File: src/rtl/mem_arb_pkg.sv
// ============================================================================
// Module  : mem_arb_pkg
// Purpose : Shared tag encodings and default widths for unified_mem_arbiter.
// Revision: 1.0 - initial release
// ============================================================================
`default_nettype none

package mem_arb_pkg;

  localparam int TAG_W          = 2;
  localparam int MEM_AW_DEFAULT = 14;

  typedef enum logic [TAG_W-1:0] {
    TAG_NONE = 2'd0,
    TAG_IF   = 2'd1,
    TAG_D    = 2'd2
  } tag_e;

endpackage

`default_nettype wire

File: src/rtl/mem_arb_tag_pipe.sv
// ============================================================================
// Module  : mem_arb_tag_pipe
// Purpose : DEPTH-stage read-owner tag shift register with synchronous clear.
// Revision: 1.0 - initial release
// ============================================================================
`default_nettype none

module mem_arb_tag_pipe
  import mem_arb_pkg::*;
#(
  parameter int DEPTH = 1
) (
  input  logic             clk,
  input  logic             rst,
  input  logic [TAG_W-1:0] tag_in,
  output logic [TAG_W-1:0] tag_out
);

  logic [TAG_W-1:0] stage [DEPTH];

  // Free-running shift: the RAM never stalls, so neither does the tag.
  always_ff @(posedge clk) begin
    if (rst) begin
      for (int i = 0; i < DEPTH; i++) stage[i] <= TAG_NONE;
    end else begin
      stage[0] <= tag_in;
      for (int i = 1; i < DEPTH; i++) stage[i] <= stage[i-1];
    end
  end

  assign tag_out = stage[DEPTH-1];

endmodule

`default_nettype wire

File: src/rtl/unified_mem_arbiter.sv
// ============================================================================
// Module  : unified_mem_arbiter
// Purpose : Shares one single-port RAM between fetch and load/store ports,
//           data port first; optional fetch anti-starvation via macro
//           MEM_ARB_STARVE_GUARD_EN.
// Revision: 1.0 - initial release
// ============================================================================
`default_nettype none

module unified_mem_arbiter
  import mem_arb_pkg::*;
#(
  parameter int ADDR_W      = 32,
  parameter int MEM_AW      = MEM_AW_DEFAULT,
  parameter int MEM_LATENCY = 1,
  parameter int MAX_STARVE  = 4
) (
  input  logic              sys_clk,
  input  logic              sys_rst,
  input  logic              if_req,
  input  logic [ADDR_W-1:0] if_addr,
  output logic              if_gnt,
  output logic              if_rvalid,
  output logic [31:0]       if_rdata,
  input  logic              d_req,
  input  logic [3:0]        d_we,
  input  logic [ADDR_W-1:0] d_addr,
  input  logic [31:0]       d_wdata,
  output logic              d_gnt,
  output logic              d_rvalid,
  output logic [31:0]       d_rdata,
  output logic              mem_en,
  output logic [3:0]        mem_we,
  output logic [MEM_AW-1:0] mem_addr,
  output logic [31:0]       mem_wdata,
  input  logic [31:0]       mem_rdata
);

  logic             force_if;
  logic [TAG_W-1:0] tag_in;
  logic [TAG_W-1:0] tag_out;

`ifdef MEM_ARB_STARVE_GUARD_EN
  localparam int CNT_W = ($clog2(MAX_STARVE + 1) < 3) ? 3 : $clog2(MAX_STARVE + 1);

  logic [CNT_W-1:0] starve_cnt;

  // Counts consecutive cycles the fetch port waited; any gap or win restarts it.
  always_ff @(posedge sys_clk) begin
    if (sys_rst || if_gnt || !if_req) starve_cnt <= '0;
    else                              starve_cnt <= starve_cnt + 1'b1;
  end

  assign force_if = (starve_cnt == CNT_W'(MAX_STARVE)) && if_req;

  logic unused_ok;
  assign unused_ok = &{1'b0, if_addr, d_addr};
`else
  assign force_if = 1'b0;

  logic unused_ok;
  assign unused_ok = &{1'b0, if_addr, d_addr, 1'(MAX_STARVE)};
`endif

  assign d_gnt  = !sys_rst && d_req && !force_if;
  assign if_gnt = !sys_rst && if_req && (!d_req || force_if);
  assign mem_en = if_gnt | d_gnt;
  assign mem_we = d_gnt ? d_we : 4'b0;

  always_comb begin
    mem_addr  = '0;
    mem_wdata = '0;
    tag_in    = TAG_NONE;
    if (d_gnt) begin
      mem_addr  = d_addr[MEM_AW+1:2];
      mem_wdata = d_wdata;
      tag_in    = (d_we == 4'b0) ? TAG_D : TAG_NONE;
    end else if (if_gnt) begin
      mem_addr  = if_addr[MEM_AW+1:2];
      tag_in    = TAG_IF;
    end
  end

  mem_arb_tag_pipe #(
    .DEPTH (MEM_LATENCY)
  ) u_tag_pipe (
    .clk     (sys_clk),
    .rst     (sys_rst),
    .tag_in  (tag_in),
    .tag_out (tag_out)
  );

  // Read data bypasses straight from the RAM; rvalid names the owner.
  assign if_rvalid = (tag_out == TAG_IF);
  assign d_rvalid  = (tag_out == TAG_D);
  assign if_rdata  = mem_rdata;
  assign d_rdata   = mem_rdata;

endmodule

`default_nettype wire

File: config.mk
export PLATFORM = sky130hd
export DESIGN_NAME = unified_mem_arbiter
export DESIGN_NICKNAME = d
export VERILOG_FILES = /design/src/rtl/mem_arb_pkg.sv /design/src/rtl/mem_arb_tag_pipe.sv /design/src/rtl/unified_mem_arbiter.sv
export SDC_FILE = /design/constraint.sdc
export NUM_CORES = 1
export LEC_CHECK = 0
export CAP_MARGIN = 20
export CORE_AREA = 3 3 97 99
export DETAILED_ROUTE_END_ITERATION = 12
export DIE_AREA = 0 0 100 102
export SLEW_MARGIN = 15
export SYNTH_ARGS = -nofsm -noshare
export SYNTH_HDL_FRONTEND = slang
export SYNTH_SLANG_ARGS = --single-unit
File: constraint.sdc
create_clock -name sys_clk -period 1.89 [get_ports sys_clk]
set_input_delay 0.4725 -clock sys_clk [delete_from_list [all_inputs] [get_ports sys_clk]]
set_output_delay 0.4725 -clock sys_clk [all_outputs]
set_load 0.02 [all_outputs]
# Yosys cells after proc, flatten, opt, wreduce, memory -nomap -nowiden
# Memory sizes are Yosys's and may differ from the RTL's.
# Index checks and enable logic that the tools add are counted.
# totals
out_inout_bits	119
n_memories	1
ram_bits	2
regBits	0
# mem_list
memory	depth	word_bits	read_ports	rd_ports_with_merged_regs	write_ports	line	rtl
u_tag_pipe.stage	1	2	1	0	1	mem_arb_tag_pipe.sv:19	logic [TAG_W-1:0] stage [DEPTH];
# classes
eq_ne	2
n_reduce_logical	7
mux	12
bitwise	1
# ops
operator	n
$mux W32	1
$mux W14	2
$mux W2	3
$mux W1	5
$logic_not A4 Y1	1
$mux W4	1
$logic_and A1 B1 Y1	3
$eq A2 B1 Y1 const B	1
$eq A2 B2 Y1 const B	1
$logic_not A1 Y1	2
$reduce_or A2 Y1	1
$or A1 B1 Y1	1

# Longest topological paths before layout
# Gate-level depths: netlist (run 1).
# depth
word_depth	6
ltp_mapped	4

# Hierarchy
# From an unflattened synthesis (run 1), not the netlist that was laid out.
# hier_totals
hier_cells	137
hier_area_um2	1004.7
# by_module_without_submodules
mod	seq_area_each_um2	cells_per_inst	area_each_um2	n_inst
unified_mem_arbiter	0.0	133	952.2	1
mem_arb_tag_pipe	40.0	4	52.6	1

# Worst setup path before layout (run 1)
# No wires, ideal clock.
# synth_path
kind	input -> output
start	input d_req
end	output mem_addr[10]
cell_stages	3
arrival_time_ps	1131
setup_slack_ps	287
path_buffers	1
required_time_ps	1417
path_cell_list	nor2_2 > buf_4 > a32o_1
# synth_between
elab_chain_len	4
# synth_rtl
item	line	rtl
start: declaration	unified_mem_arbiter.sv:25	input logic d_req,
$logic_not A1 Y1	unified_mem_arbiter.sv:66	assign if_gnt = !sys_rst && if_req && (!d_req || force_if);
$logic_and A1 B1 Y1	unified_mem_arbiter.sv:66	
$mux W14	unified_mem_arbiter.sv:78	end else if (if_gnt) begin
$mux W14 (*)	unified_mem_arbiter.sv:74	if (d_gnt) begin
end: declaration	unified_mem_arbiter.sv:34	output logic [MEM_AW-1:0] mem_addr,
# Mark *: on every way between the ends. The rest lies on a longest branch, timed or not.

# Worst setup path in the final report (run 1)
# layout_path
start	input d_req
end	output mem_addr[2]
# Same word-level chain as after synthesis.

==> results.md, run 1 <==
- Area grow syn2layout: 84.5%
- Die height: between 100 and 150 um
- DRC: 0
- Vias per cell: around 3.5
- Starting Density: between 10% and 20%
- Hpwl dp: approximately 3.3 mm
- Critical-path cell list: buf_2 > nor2b_4 > buf_4 > buf_16 > a32o_2 > buf_6
- Max incr delay on CP: 0.24 ns
- Cell family with most CP delay: buffers and inverters
- Synth Warn #: 0
- Capturing element type of the critical path: primary output
- Routability Congestion: 0.720
- Max-slew violations: 0
- Critical Path RT: about 1.4 ns
- Outcome: completed
- Top reg by flops: u_tag_pipe.stage
- Placed Cells incl. Taps: 299
- Worst hold path cell count: 4
- Worst vdd ir: between 0.00015 and 0.0002 V
- Hold Crit Start: sys_rst
- Vias: 1082
- Fmax: 539 MHz
- Netlist cell types: 10
- I/O pin cnt: 255
- Per-cell routed wire length: 14.1 um
- NumNets Final: 338
- Gr usage total: 7.27%
- Cells after Synth: 135
- Clock Sinks: 2
- Mapped Area: 0.00103 mm2
- Row Count: 34
- CTS tree: done
- Setup-failing EPs final: 0
- H-tree levels: 1
- Net count of the mapped netlist: 271
- Largest register FFs: 2
- Initial antenna violation count: 0
- Syn avg cell area: 7.62 um2
- Clock Pin Slew Worst Setup and Hold Paths: 0.03 ns
- Unrepaired setup endpoints after global routing: false
- Port Buf Inserts: 122
- Leak Pwr: 0.000880 uW
- CTS Hold Bufs: 0
- Clock buffer depth: 2
- CP max-delay cell: a32o_2
- Initial DRC count: 15
- Power Density: 326 mW/mm2
- Worst rel slew slack: around 85%
- Crit path DAT: roughly 1.4 ns
- Die width: 100 um
- Final wirelength: about 4.3 mm
- Hold Path Class: input pin to flip-flop
- Top Registers: u_tag_pipe.stage x2
- WP buf/inv: 4
- Sequential fraction of the synthesis area: just under 4%
- Grt ovf: 0
- First-pass GRT wire length: about 6 mm
- Root Driver: clkbuf_8
- Die ar.: ~0.01 mm2
- Core area: 0.00864 mm2
- CP Class: input pin to primary output
- Tmin final: 1.85 ns
- Largest net degree at the start of global routing: 18
- #FFs+latches synth: 2
- Slew at the pin closest to its max-slew limit: 0.227 ns
- Fin util: 22.0%
- TritonCTS Buffers: 3
- Share of cells above drive strength 1: 38.0%
- Diodes inserted: 0
- Cell area after layout: ~0.0019 mm2
- Antenna viol nets, final: 0
- Hold path endpoint: u_tag_pipe.stage[0][0]$_SDFF_PP0_
- Final std cells w/o fill: 308
- Final hold violation count: 0
- DP Area: between 0.0015 and 0.002 mm2
- Vias in the first global route: approximately 1100
- Max FO, Critical Path: 7
- Max cap viols: 0
- Crit path launch type: input pin
- Fin crit share: approximately 100%
- TritonRoute pass-1 iters: 4
[kinds of logic after synthesis]
logic type / count (synthesis) / synth area share, %
DFF: 2 / 3.89
buffers and inverters: 73 / 55.0
AOI/OAI and AO/OA: 14 / 13.6
and+or+nand+nor: 46 / 27.5
[Yosys cell counts (all sizes together)]
cell / count / area share [%]
buf: 73 / 55
and2: 39 / 24
a32o: 14 / 14
nor2: 3 / 1.3
nor2b: 3 / 1.8
dfxtp: 2 / 3.9
nor4: 1 / 0.61
[metal layers]
metal	vias to the layer above	wire, um	global-route usage, %
met5	-	0	0
met4	0	186	4.97
met3	30	664	2.39
met2	87	2040	11.7
met1	458	1450	8.15
li1	507	-	-
[area by class of cell]
cell class                      count  area, um2
Tap cell                          108        135
Fill cell                         954       6740
Multi-Input combinational cell     60        442
Clock buffer                        3       41.3
Sequential cell                     2       40.0
Timing Repair Buffer              135       1240
[how the worst max path moves through the flow]
stage | start | end | slack [ns] | depth (start not counted)
CTS | d_req | mem_addr[2] | 0.04 | 6
global route | sys_rst | mem_wdata[10] | 0.001 | 6
detailed placement | d_req | mem_wdata[8] | -0.76 | 5
global placement | d_req | mem_wdata[21] | -0.75 | 5
finish | d_req | mem_addr[2] | 0.04 | 6
floorplan | d_req | mem_addr[10] | 0.29 | 3
[stage by stage]
stage | setup TNS, ns | total power [uW] | hold WS (ns) | worst slack [ns]
after floorplan | 0 | 389 | 0.680 | 0.287
after detailed placement | -37.31 | 449 | 0.945 | -0.763
after global placement | -37.12 | 448 | 0.945 | -0.749
after CTS | 0 | 629 | 0.808 | 0.0368
final | 0 | 618 | 0.814 | 0.0364
after global routing | 0 | 655 | 0.823 | 0.00123
[placed cells by master, fill, tap and decap left out, drive strengths merged]
cell type,instances
nor4,1
dlygate4sd2,1
dfxtp,2
clkbuf,3
clkdlybuf4s15,1
clkdlybuf4s50,66
a32o,14
nor2,3
buf,66
bufbuf,1
nor2b,3
and2,39
[power by group]
group          total, uW  internal, uW  switching [uW]
clock                166           134            31.2
combinational        408           248             161
sequential          44.1          43.7           0.394
total                618           426             192
[what timing repair did]
action | CTS | global route
buffers inserted | 3 | 0
gates resized for setup | 251 | 2
gates cloned | 4 | 0
pin swaps | 3 | 0
endpoints found under the setup margin | 53 | 2
Power figures use the tool's default switching activity.
==> run 2: changes to the inputs <==
--- a/config.mk
+++ b/config.mk
@@ -9,6 +9,7 @@
 export CORE_AREA = 3 3 97 99
 export DETAILED_ROUTE_END_ITERATION = 12
 export DIE_AREA = 0 0 100 102
+export GPL_TIMING_DRIVEN = 1
 export SLEW_MARGIN = 15
 export SYNTH_ARGS = -nofsm -noshare
 export SYNTH_HDL_FRONTEND = slang
==> constraint.sdc (replaced) <==
create_clock -name sys_clk -period 2.2 [get_ports sys_clk]
set_input_delay 0.55 -clock sys_clk [delete_from_list [all_inputs] [get_ports sys_clk]]
set_output_delay 0.55 -clock sys_clk [all_outputs]
set_load 0.02 [all_outputs]
==> results.md, run 2 (same netlist as run 1, synthesis figures left out) <==
- Most common cell after layout, fill and taps aside: clkdlybuf4s50_1
- Power Density: 277 mW/mm2
- Setup-failing EPs final: 0
- Core area: 0.00864 mm2
- Largest register FFs: 2
- Cell area after layout: 0.00196 mm2
- Final wirelength: around 4.3 mm
- DRC: 0
- Fmax: approximately 470 MHz
- Gate power share: 66.4%
- Clock buffer depth: 2
- Unrepaired setup endpoints after global routing: false
- Antenna viol nets, final: 0
- Critical-path cell list: clkdlybuf4s50_1 > buf_12 > a32o_2 > buf_6
- Largest net degree at the start of global routing: 18
- H-tree levels: 1
- Hold Path Class: input pin to flip-flop
- Critical Path RT: 1.65 ns
- TritonRoute pass-1 iters: 4
- Leak Pwr: 0.000887 uW
- Hpwl dp: 3.36 mm
- Diodes inserted: 0
- DP Area: 0.00191 mm2
- Vias: 1059
- Multi-input logic area: 448 um2
- Max cap viols: 0
- First-pass GRT wire length: 5.89 mm
- Fillers: 940
- Clock Sinks: 2
- NumNets Final: 337
- Setup_tns: 0 ns
- Share of cells above drive strength 1: 40.2%
- Outcome: completed
- Crit path DAT: around 1.6 ns
- CP max-delay cell: clkdlybuf4s50_1
- Commonest non-fill, non-tap cells in the layout: clkdlybuf4s50_1, and2_1, buf_4, buf_2, buf_6
- Pint: between 300 and 400 uW
- CTS tree: done
- Worst rel slew slack: 84.6%
- Tmin final: 2.15 ns
- Sw power: 167 uW
- Max-slew violations: 0
- CTS Hold Bufs: 0
- Crit path launch type: input pin
- Area grow syn2layout: 90.8%
- Worst hold path cell count: 4
- Initial antenna violation count: 0
- Grt ovf: 0
- Initial DRC count: 20
- Vias in the first global route: 1074
- Worst vdd ir: 0.000151 V
- Die width: 100 um
- Fin crit share: 97.5%
- Per-cell routed wire length: 14.0 um
- Starting Density: 11.9%
- Fin util: between 20% and 30%
- Clock Pin Slew Worst Setup and Hold Paths: 0.02 ns
- Root Driver: clkbuf_8
- Gr usage total: under 10%
- Clk pwr share: 26.6%
- Die height: 102 um
- Switching share of total power: 30.8%
- Die ar.: 0.0102 mm2
- Port Buf Inserts: 122
- Routability Congestion: ~0.72
- Top Registers: u_tag_pipe.stage x2
- Max incr delay on CP: 0.46 ns
- Worst hold slack: 0.888 ns
- FF/Latch Area: 40.0 um2
- Final hold violation count: 0
- CP Class: input pin to primary output
- TritonCTS Buffers: 3
- Sequential fraction of design power: 7.0%
- Top reg by flops: u_tag_pipe.stage
- I/O pin cnt: ~260
- Slew at the pin closest to its max-slew limit: 0.230 ns
- Row Count: 34
- Max FO, Critical Path: 17
- Vias per cell: 3.45
- Capturing element type of the critical path: primary output
run 2: cell count changes in the layout (fill, tap and decap cells not counted), sizes merged:
cell and change:
buf -3, clkdlybuf4s50 +1, dlygate4sd2 -1, clkbuf +1, clkdlybuf4s15 +1
run 2: area by class of cell:
| type | instances | share of cell area [%] |
|---|---|---|
| repair buffers | 134 | 66.1 |
| multi-input cells | 60 | 22.8 |
| well taps | 108 | 6.89 |
| clock buffers | 3 | 2.10 |
| flip-flops and latches | 2 | 2.04 |
run 2: worst paths after layout:
kind | from | endpoint | slack, ns
min | sys_rst | u_tag_pipe.stage[0][0]$_SDFF_PP0_ | 0.89
max | if_req | mem_addr[1] | 0.05
run 2: critical path: cells and delay by family:
kind / cells / cell delay (ns)
AOI/OAI and AO/OA: 1 / 0.28
buffers and inverters: 3 / 0.76
run 2: layer usage:
layer	wire length (um)	track usage, %	up-vias
li1	-	-	509
met2	2020	11.8	79
met3	679	2.39	28
met5	0	0	-
met1	1410	8.15	443
met4	177	4.66	0
run 2: stage by stage:
stage                     total power [uW]  setup slack [ns]  instances
after floorplan                        334             0.442        135
after global placement                 385            -0.594        299
after detailed placement               386            -0.608        299
after CTS                              550            0.0205        307
after global routing                   573           0.00416        307
final                                  544            0.0545        307
run 2: power groups by stage:
stage	logic, uW	registers (uW)	clock network, uW
2_1_floorplan	296	38.2	0
3_3_place_gp	346	38.3	0
3_5_place_dp	347	38.3	0
6_report	361	37.9	145
5_1_grt	383	37.9	152
4_1_cts	365	37.9	147
run 2: repair_timing:
item,in CTS,in global routing
resized for setup,273,4
buffers inserted,2,0
endpoints found under the setup margin,53,7
cloned,3,0
pin swaps,1,0
